### src/rtl/pulse_sched_pkg.sv
// Shared state encoding and width constants for the comparator test pulse scheduler.
package pulse_sched_pkg;
  localparam int NPULSE_WIDTH = 12;
  localparam int ERRCNT_WIDTH = 16;
  localparam int RESP_WIDTH   = 8;
  localparam logic [15:0] TIMEOUT_LIMIT = 16'hFFFF;

  typedef enum logic [2:0] {
    IDLE, ARM, PULSE, DELAY, SAMPLE, RESTORE, FINISH
  } state_t;
endpackage

### src/rtl/pulse_scheduler_if.sv
// Register-file and pulser/comparator signals of the pulse scheduler.
interface pulse_scheduler_if #(
  parameter int NPULSE_W = pulse_sched_pkg::NPULSE_WIDTH,
  parameter int ERRCNT_W = pulse_sched_pkg::ERRCNT_WIDTH,
  parameter int RESP_W   = pulse_sched_pkg::RESP_WIDTH
);
  logic                fire_pulse;
  logic [NPULSE_W-1:0] num_pulses;
  logic [3:0]          pulse_width;
  logic [3:0]          bx_delay;
  logic [15:0]         restore_cnt;
  logic                compout_expect;
  logic                compout;
  logic                pulser_ready;
  logic                compout_errcnt_rst;
  logic                pulse_out;
  logic                busy;
  logic                done;
  logic                compout_last;
  logic [ERRCNT_W-1:0] compout_errcnt;
  logic [RESP_W-1:0]   response_time;
  logic                timeout;

  modport master (
    output fire_pulse, num_pulses, pulse_width, bx_delay, restore_cnt,
           compout_expect, compout, pulser_ready, compout_errcnt_rst,
    input  pulse_out, busy, done, compout_last, compout_errcnt, response_time, timeout
  );
  modport slave (
    input  fire_pulse, num_pulses, pulse_width, bx_delay, restore_cnt,
           compout_expect, compout, pulser_ready, compout_errcnt_rst,
    output pulse_out, busy, done, compout_last, compout_errcnt, response_time, timeout
  );
endinterface

### src/rtl/sat_counter.sv
// Up-counter that clears on demand and sticks at all-ones instead of wrapping.
module sat_counter #(
  parameter int W = 8
) (
  input  logic         clock,
  input  logic         reset,
  input  logic         clr,
  input  logic         inc,
  output logic [W-1:0] q
);
  always_ff @(posedge clock) begin
    if (reset || clr)        q <= '0;
    else if (inc && q != '1) q <= q + W'(1);
  end
endmodule

### src/rtl/pulse_scheduler.sv
// Fires num_pulses test pulses, samples compout after each, and tracks mismatches and response time.
// Define PULSE_SCHED_TIMEOUT_EN to add a pulser_ready watchdog in ARM with a sticky timeout flag.
module pulse_scheduler
  import pulse_sched_pkg::*;
#(
  parameter int NPULSE_W = NPULSE_WIDTH,
  parameter int ERRCNT_W = ERRCNT_WIDTH,
  parameter int RESP_W   = RESP_WIDTH
) (
  input logic              clock,
  input logic              reset,
  pulse_scheduler_if.slave bus
);
  state_t              state;
  logic                fire_d, fire_edge;
  logic [NPULSE_W-1:0] pcnt;
  logic [15:0]         tmr;
  logic [16:0]         tmr_nx;
  logic [3:0]          pw_eff;
  logic                pulse_last, bx_last, restore_last;
  logic                resp_seen, arm_go, resp_inc, err_inc;
  logic                pulse_out, busy, done, compout_last;
  logic [RESP_W-1:0]   resp_cnt, response_time;
  logic [ERRCNT_W-1:0] errcnt;

  assign fire_edge    = bus.fire_pulse & ~fire_d;
  assign tmr_nx       = {1'b0, tmr} + 17'd1;
  assign pw_eff       = (bus.pulse_width == 4'd0) ? 4'd1 : bus.pulse_width;
  assign pulse_last   = tmr_nx >= {13'd0, pw_eff};
  assign bx_last      = tmr_nx >= {13'd0, bus.bx_delay};
  assign restore_last = tmr_nx >= {1'b0, bus.restore_cnt};

  assign arm_go   = (state == ARM) && bus.pulser_ready;
  assign resp_inc = (state == PULSE || state == DELAY) && !resp_seen && !bus.compout;
  assign err_inc  = (state == SAMPLE) && (bus.compout != bus.compout_expect);

  sat_counter #(.W(ERRCNT_W)) u_errcnt (
    .clock(clock), .reset(reset), .clr(bus.compout_errcnt_rst), .inc(err_inc), .q(errcnt)
  );
  // Response counter restarts on every pulse; only the last pulse's value survives to SAMPLE.
  sat_counter #(.W(RESP_W)) u_resp (
    .clock(clock), .reset(reset), .clr(arm_go), .inc(resp_inc), .q(resp_cnt)
  );

`ifdef PULSE_SCHED_TIMEOUT_EN
  logic [15:0] wd;
  logic        timeout;
`endif

  always_ff @(posedge clock) begin
    if (reset) begin
      state         <= IDLE;
      fire_d        <= 1'b0;
      pcnt          <= '0;
      tmr           <= '0;
      resp_seen     <= 1'b0;
      pulse_out     <= 1'b0;
      busy          <= 1'b0;
      done          <= 1'b0;
      compout_last  <= 1'b0;
      response_time <= '0;
`ifdef PULSE_SCHED_TIMEOUT_EN
      wd            <= '0;
      timeout       <= 1'b0;
`endif
    end else begin
      fire_d <= bus.fire_pulse;
      done   <= 1'b0;
`ifdef PULSE_SCHED_TIMEOUT_EN
      if (state != ARM) wd <= '0;
`endif
      unique case (state)
        IDLE: if (fire_edge) begin
`ifdef PULSE_SCHED_TIMEOUT_EN
          timeout <= 1'b0;
`endif
          if (bus.num_pulses == '0) state <= FINISH;
          else begin
            pcnt  <= bus.num_pulses;
            busy  <= 1'b1;
            state <= ARM;
          end
        end
        ARM: begin
          if (bus.pulser_ready) begin
            pulse_out <= 1'b1;
            tmr       <= '0;
            resp_seen <= 1'b0;
            state     <= PULSE;
          end
`ifdef PULSE_SCHED_TIMEOUT_EN
          else if (wd == TIMEOUT_LIMIT - 16'd1) begin
            timeout <= 1'b1;
            state   <= FINISH;
          end else wd <= wd + 16'd1;
`endif
        end
        PULSE: begin
          if (bus.compout) resp_seen <= 1'b1;
          if (pulse_last) begin
            pulse_out <= 1'b0;
            tmr       <= '0;
            state     <= DELAY;
          end else tmr <= tmr_nx[15:0];
        end
        DELAY: begin
          if (bus.compout) resp_seen <= 1'b1;
          if (bx_last) begin
            tmr   <= '0;
            state <= SAMPLE;
          end else tmr <= tmr_nx[15:0];
        end
        SAMPLE: begin
          compout_last  <= bus.compout;
          response_time <= (resp_seen || bus.compout) ? resp_cnt : '1;
          pcnt          <= pcnt - NPULSE_W'(1);
          tmr           <= '0;
          if (pcnt == NPULSE_W'(1))      state <= FINISH;
          else if (bus.restore_cnt == 0) state <= ARM;
          else                           state <= RESTORE;
        end
        RESTORE: begin
          if (restore_last) begin
            tmr   <= '0;
            state <= ARM;
          end else tmr <= tmr_nx[15:0];
        end
        FINISH: begin
          busy  <= 1'b0;
          done  <= 1'b1;
          state <= IDLE;
        end
        default: state <= IDLE;
      endcase
    end
  end

  assign bus.pulse_out      = pulse_out;
  assign bus.busy           = busy;
  assign bus.done           = done;
  assign bus.compout_last   = compout_last;
  assign bus.compout_errcnt = errcnt;
  assign bus.response_time  = response_time;
`ifdef PULSE_SCHED_TIMEOUT_EN
  assign bus.timeout        = timeout;
`else
  assign bus.timeout        = 1'b0;
`endif
endmodule
### src/flat_wrapper.sv
// flat-port wrapper written by rule: the top's interface ports become plain ports
module pulse_scheduler_flat import pulse_sched_pkg::*;
#(
  parameter int NPULSE_W = NPULSE_WIDTH,
  parameter int ERRCNT_W = ERRCNT_WIDTH,
  parameter int RESP_W   = RESP_WIDTH
)
  (clock, reset, bus_fire_pulse, bus_num_pulses, bus_pulse_width, bus_bx_delay, bus_restore_cnt, bus_compout_expect, bus_compout, bus_pulser_ready, bus_compout_errcnt_rst, bus_pulse_out, bus_busy, bus_done, bus_compout_last, bus_compout_errcnt, bus_response_time, bus_timeout);
  pulse_scheduler_if #(.NPULSE_W(NPULSE_W), .ERRCNT_W(ERRCNT_W), .RESP_W(RESP_W)) bus_i ();
  input logic clock;
  input logic reset;
  input wire logic [$bits(bus_i.fire_pulse)-1:0] bus_fire_pulse;
  input wire logic [$bits(bus_i.num_pulses)-1:0] bus_num_pulses;
  input wire logic [$bits(bus_i.pulse_width)-1:0] bus_pulse_width;
  input wire logic [$bits(bus_i.bx_delay)-1:0] bus_bx_delay;
  input wire logic [$bits(bus_i.restore_cnt)-1:0] bus_restore_cnt;
  input wire logic [$bits(bus_i.compout_expect)-1:0] bus_compout_expect;
  input wire logic [$bits(bus_i.compout)-1:0] bus_compout;
  input wire logic [$bits(bus_i.pulser_ready)-1:0] bus_pulser_ready;
  input wire logic [$bits(bus_i.compout_errcnt_rst)-1:0] bus_compout_errcnt_rst;
  output wire logic [$bits(bus_i.pulse_out)-1:0] bus_pulse_out;
  output wire logic [$bits(bus_i.busy)-1:0] bus_busy;
  output wire logic [$bits(bus_i.done)-1:0] bus_done;
  output wire logic [$bits(bus_i.compout_last)-1:0] bus_compout_last;
  output wire logic [$bits(bus_i.compout_errcnt)-1:0] bus_compout_errcnt;
  output wire logic [$bits(bus_i.response_time)-1:0] bus_response_time;
  output wire logic [$bits(bus_i.timeout)-1:0] bus_timeout;
  assign bus_i.fire_pulse = bus_fire_pulse;
  assign bus_i.num_pulses = bus_num_pulses;
  assign bus_i.pulse_width = bus_pulse_width;
  assign bus_i.bx_delay = bus_bx_delay;
  assign bus_i.restore_cnt = bus_restore_cnt;
  assign bus_i.compout_expect = bus_compout_expect;
  assign bus_i.compout = bus_compout;
  assign bus_i.pulser_ready = bus_pulser_ready;
  assign bus_i.compout_errcnt_rst = bus_compout_errcnt_rst;
  assign bus_pulse_out = bus_i.pulse_out;
  assign bus_busy = bus_i.busy;
  assign bus_done = bus_i.done;
  assign bus_compout_last = bus_i.compout_last;
  assign bus_compout_errcnt = bus_i.compout_errcnt;
  assign bus_response_time = bus_i.response_time;
  assign bus_timeout = bus_i.timeout;
  pulse_scheduler #(.NPULSE_W(NPULSE_W), .ERRCNT_W(ERRCNT_W), .RESP_W(RESP_W)) u_core (.clock(clock), .reset(reset), .bus(bus_i));
endmodule
### config.mk
export PLATFORM = sky130hd
export DESIGN_NAME = pulse_scheduler_flat
export DESIGN_NICKNAME = d
export VERILOG_FILES = /design/src/rtl/pulse_sched_pkg.sv /design/src/rtl/pulse_scheduler_if.sv /design/src/rtl/sat_counter.sv /design/src/rtl/pulse_scheduler.sv /design/src/flat_wrapper.sv
export SDC_FILE = /design/constraint.sdc
export NUM_CORES = 1
export LEC_CHECK = 0
export CAP_MARGIN = 0
export CELL_PAD_IN_SITES_DETAIL_PLACEMENT = 0
export CELL_PAD_IN_SITES_GLOBAL_PLACEMENT = 2
export CORE_MARGIN = 8
export CORE_UTILIZATION = 30
export CTS_BUF_LIST = sky130_fd_sc_hd__clkbuf_8
export CTS_CLUSTER_SIZE = 24
export DETAILED_ROUTE_END_ITERATION = 12
export GPL_TIMING_DRIVEN = 1
export PLACE_DENSITY = 0.92
export SYNTH_ARGS = -nofsm -noshare
export SYNTH_HDL_FRONTEND = slang
export SYNTH_HIERARCHICAL = 1
export SYNTH_SLANG_ARGS = --single-unit
### constraint.sdc
create_clock -name clock -period 3.2 [get_ports clock]
set_clock_uncertainty 0.15 [all_clocks]
set_input_delay 0.48 -clock clock [delete_from_list [all_inputs] [get_ports clock]]
set_output_delay 0.48 -clock clock [all_outputs]
set_load 0.02 [all_outputs]
Yosys cells after proc, flatten, opt, wreduce, memory -nomap -nowiden
Cells that the tools add are included.

word-level totals
  flip-flop bits (word level) = 69
  bits in latches = 0
  bits in writable memories = 0
  ROM bits = 0
  bits of input ports = 43
  word-level logic and storage cells = 95
  memories = 0

cells by class
  $add $sub $neg = 4
  multipliers = 0
  div/mod/pow operators = 0
  magnitude comparators = 3
  equal/unequal tests = 17
  shift-type cells = 0
  multiplexer cells = 29
  bitwise operators = 2
  reductions and logical operators = 28

operators by type and width
  cell                                                   count
  case mux 16 bit (5 select lines)                       1
  two-way mux 16 bit                                     4
  >= comparator 17 x 4 -> 1 bit                          2
  two-way mux 12 bit                                     2
  two-way mux 3 bit                                      8
  case mux 12 bit (2 select lines)                       1
  case mux 3 bit (6 select lines)                        1
  adder 16 x 1 -> 17 bit, second input constant          1
  >= comparator 17 x 16 -> 1 bit                         1
  adder 16 x 1 -> 16 bit, second input constant          1
  logical NOT 16 bit                                     1
  inequality test 16 bit, second input constant          1
  == test 12 x 1 -> 1 bit, second input constant         1
  logical NOT 12 bit                                     1
  AND reduction 3 bit                                    4
  subtractor 12 x 1 -> 12 bit, second input constant     1
  inequality test 2 x 1 -> 1 bit, second input constant  5
  == test 3 bit, second input constant                   3
  adder 8 x 1 -> 8 bit, second input constant            1
  two-way mux 8 bit                                      1
  inequality test 8 bit, second input constant           1
  nonzero test 2 bit                                     4
  two-way mux 1 bit                                      7
  == test 3 x 2 -> 1 bit, second input constant          2
  16 further kinds                                       28

Logic depth before layout (Yosys ltp)
  depth in word-level cells = 5
  gate-level depth with buffers = 13
  mapped depth without buffers = 13

Cells and area by module
Netlist, hierarchy kept.

modules (own cells, without submodules)
  module                          instances  cells an instance  area an instance (µm²)  seq. area each (µm²)
  pulse_scheduler                 1          428                3303.2                  900.9
  sat_counter at u_core.u_errcnt  1          95                 847.1                   320.3
  sat_counter at u_core.u_resp    1          48                 421.7                   160.2

Worst setup path before layout
Ideal clock, no wire load.

  path type = reg-to-reg
  start = register u_core.tmr[0]
  end = register u_core.tmr[11]
  library setup time = 0.117 ns
  arrival time = 2.961 ns
  data required time = 2.933 ns
  slack = -0.028 ns
  stages on the path, launching flop included = 13
  path buffers = 0
  clock period less this slack = 3.228 ns
  cell sequence = dfxtp_1 -> ha_1 -> nand2_1 -> nor2_1 -> xor2_1 -> ha_1 -> nand4_1 -> nor4b_1 -> a2111oi_0 -> maj3_1 -> o211ai_2 -> a21oi_4 -> a22o_1

on the way
  cells in the longest elaborated chain, start to end = 4
  elaborated cells on any way between the ends = 8
  those cells by class = add/sub (1); order compare (3); mux (4)

ends and longest elaborated chain
  item                                                    RTL line                                                                text
  from (decl)                                             pulse_scheduler.sv:17                                                   logic [15:0] tmr;
  from (signal assigned)                                  pulse_scheduler.sv:104                                                  end else tmr <= tmr_nx[15:0];
  from (signal assigned)                                  pulse_scheduler.sv:111                                                  end else tmr <= tmr_nx[15:0];
  from (signal assigned)                                  pulse_scheduler.sv:126                                                  end else tmr <= tmr_nx[15:0];
  adder 16 x 1 -> 17 bit (*)                              pulse_scheduler.sv:27                                                   assign tmr_nx = {1'b0, tmr} + 17'd1;
  >= comparator 17 x 16 -> 1 bit (tied with other cells)  pulse_scheduler.sv:31                                                   assign restore_last = tmr_nx >= {1'b0, bus.restore_cnt};
  two-way mux 16 bit (on tied branches)                   pulse_scheduler.sv:123, pulse_scheduler.sv:100, pulse_scheduler.sv:108
  case mux 16 bit (5 select lines) (*)                    pulse_scheduler.sv:72                                                   unique case (state)

Mark *: on every way between the ends. The rest lies on a longest branch, timed or not.
A chain may end at the register's enable or synchronous reset.

Worst setup path after layout
  start = register u_core.tmr[1]
  end = register u_core.tmr[4]

The elaborated chain is that of the path after synthesis.

==> run_results.csv <==
group,metric,value,unit
route,drt_iter0_drc,338,
outcome,violations,"negative setup slack",
grt,gr-usage-all-layers,14.46,%
synth,netlist_area,4572,sq um
cts,cts-root-buf,"clkbuf_8",
timing,rsz0062_at_grt,"yes",
timing,relSlewSlack,42.47,%
cts,cts.sinks,69,
setup_path,worstPathMaxFanout,5,
timing,period_minus_slack,3.340,ns
cells_and_area,diodes,0,
die,boundaryPins,72,
die,die_w,139.5,microns
setup_path,start_kind,"flip-flop",
cells_and_area,area_delta_synth_final,40.23,%
placement,place_congestion,0.8435,
synth,syn_nets,641,
timing,tightest_slew,0.8598,ns
cts,clock_latency,0.36,ns
power,p_leak,2.503,nW
cells_and_area,utilization,42.65,%
placement,pre_cts_ws,-0.4569,ns
route,wirelength,14340,microns
synth,synthCells,571,
timing,finalMaxSlewViolations,0,
setup_path,endpoint_kind,"flip-flop",
synth,synth_top_area_share,30.21,%
power,p_int,0.001682,W
cts,ctsHtreeMaxLevel,3,
route,ant_nets,0,
placement,port_buffers,70,
synth,ys_ff_latch,69,
timing,setup_slack,-0.1399,ns
die,core.rowCount,45,
cells_and_area,drive_gt1_share,20.74,%
timing,fmax,299.4,MHz
setup_path,path_cells,"ha_4, nand4_1, or3_4, nand2_4, ha_4, nand4_1, nor4b_2, a2111oi_4, maj3_2, o211ai_4, buf_4, a221oi_2, a21o_1",
synth,synth_area_leaders,"dfxtp_1 30%, ha_1 7.4%, nand2_1 4.1%",
route,num_vias,4817,
grt,grt_first_pass_wirelength,23430,microns
timing,period_share,104.4,%
power,combPwrFrac,33.4,%
synth,seq_area_frac_synth,30.21,%
hold_path,hp-class,"flip-flop to flip-flop",
cts,cts_tree,"done",
cts,numCtsBuffers,9,
die,core,15030,sq um
synth,ys_async_sr_fraction,0,%
setup_path,crit_type,"flip-flop to flip-flop",
route,first_pass_iters,4,
setup_path,arrival,3.44,ns
power,ir_worst_vdd,0.2132,mV
route,via_per_inst,5.400,
setup_path,cpPeakStageDelay,0.41,ns
synth,avgSynthCellArea,8.007,sq um
power,pwr-share-clk,28.0,%
grt,grt_max_degree,22,
timing,finalHoldViolCount,0,
power,p_sw_share,36.36,%
synth,synth_ff_type,"dfxtp_1",
power,p_per_area,412.3,nW/um^2
timing,fin_tns_setup,-1.120,ns
cts,hold_buffers,0,
outcome,status,"finished with violations",
synth,yosysWarnings,6,
power,p_switching,0.0009612,W
setup_path,cp.required,3.30,ns
synth,yosys.area.top_type,"dfxtp_1",
cells_and_area,fin_nets,769,
grt,gr-total-overflow,0,
die,start_util,30.41,%
cts,clk_pin_slew,0.09,ns
grt,grt_pass1_vias,4725,
timing,setup_violations,12,
setup_path,critPathSlowestCell,"or3_4",
grt,antenna_found_initial,0,
synth,synth-edff-count,0,
power,pwr-share-seq,38.7,%
cts,max-clock-path-buffers,2,
flow_run,max_cap_violations,0,
cells_and_area,final-instance-count-excl-fill,892,
die,die_y,139.5,microns
placement,dp.cells,863,
route,wl_per_cell,16.08,microns
die,die-area,19450,sq um
synth,ys_types,78,
placement,place_hpwl,10690,microns
route,drcViolationCount,0,
[metrics by stage]
stage | cell area, sq um | total power [W] | hold WS, ns
final | 6411 | 0.002643 | 0.3206
after global routing | 6411 | 0.002813 | 0.3637
after CTS | 6255 | 0.002638 | 0.3234
after detailed placement | 5857 | 0.001856 | 0.3112
after global placement | 5857 | 0.001835 | 0.2930
after floorplan | 4583 | 0.001554 | 0.2948
[metal layers]
layer / share of wire, % / wire (microns) / GRT usage (%)
met3: 4.7 / 679 / 2.941
met5: 0 / 0 / 0
met2: 48 / 6815 / 23.67
met1: 45 / 6460 / 17.82
met4: 2.7 / 384 / 6.932
[sequential cells by signal, summed over array words and instances (netlist names)]
name / count
u_core/state: 3
u_core/bus.compout_last: 1
u_core/bus.done: 1
u_core/fire_d: 1
u_core/u_resp/q: 8
u_core/u_errcnt/q: 16
u_core/bus.response_time: 8
u_core/bus.busy: 1
u_core/pcnt: 12
u_core/tmr: 16
u_core/resp_seen: 1
u_core/bus.pulse_out: 1
[cell usage in the layout (no fill, tap or decap), types with 9 or more instances in the layout]
cell type        synthesis  routed
nor2_1                  50      48
nand3_1                 20      15
nand4_1                 13      13
o21ai_0                 24      23
a22o_1                   9       9
a21oi_1                 36      36
or3_1                   12      11
clkdlybuf4s50_1          0      70
buf_4                    3      69
nor4_1                  14      12
ha_1                    27      24
dfxtp_1                 69      63
inv_1                   33      33
a211oi_1                14      12
nor3_1                  32      29
nand2_1                 50      49
clkbuf_8                 0       9
xnor2_1                 13      11
[worst max-delay path, delay by kind of cell, from the launching register on]
kind | cells | cell delay, ns
buf+inv | 1 | 0.18
fa+ha+maj | 3 | 0.66
flops | 1 | 0.37
simple gates | 5 | 1.20
compound gates | 4 | 0.68
[worst paths after layout]
kind / from / end / slack, ns / cells after the start
min: u_core/bus.compout_last / u_core/bus.compout_last / 0.32 / 2
min reg2reg: u_core/bus.compout_last / u_core/bus.compout_last / 0.32 / 2
max reg2reg: u_core/tmr[1] / u_core/tmr[4] / -0.14 / 13
max: u_core/tmr[1] / u_core/tmr[4] / -0.14 / 13
[power groups by stage]
| stage | clock [W] | sequential (W) | combinational, W |
|---|---|---|---|
| 2_1_floorplan | 0 | 0.00104 | 0.000517 |
| 3_3_place_gp | 0 | 0.00103 | 0.000807 |
| 3_5_place_dp | 0 | 0.00103 | 0.000824 |
| 4_1_cts | 0.000759 | 0.00102 | 0.000862 |
| 5_1_grt | 0.000792 | 0.00104 | 0.000984 |
| 6_report | 0.000739 | 0.00102 | 0.000882 |
[synth_stat cells, drive strengths merged, types with 13 or more instances]
cell and number:
dfxtp 69, nor4 15, xnor2 13, o21ai 27
clkbuf 17, inv 33, ha 27, nand4 16
nand2 50, a21oi 37, or3 13, nor2 50
nand3 20, nor3 33, a211oi 14
[cell families after synthesis]
logic type / Yosys count / synth area share, %
AOI/OAI and AO/OA: 142 / 22.11
buffers and inverters: 59 / 5.282
xor gates and xnor gates: 21 / 4.324
muxes: 7 / 1.533
other: 1 / 0.08202
DFF: 69 / 30.21
adders and majority gates: 28 / 7.608
and+or+nand+nor: 244 / 28.85
[what timing repair did]
action / CTS / global route
cloned: 1 / 0
endpoints found under the setup margin: 18 / 18
buffers inserted: 8 / 5
pin swaps: 16 / 19
resized for setup: 30 / 22
[final cells by class]
type	instances	area [sq um]
timing repair buffer	142	1252
fill	1471	8622
sequential	69	1391
tap	188	235.2
clock buffer	9	123.9
multi-input combinational	444	3212
inverter	33	123.9
clock inverter	7	72.57
Note: power is estimated with default switching activity, not from simulation.
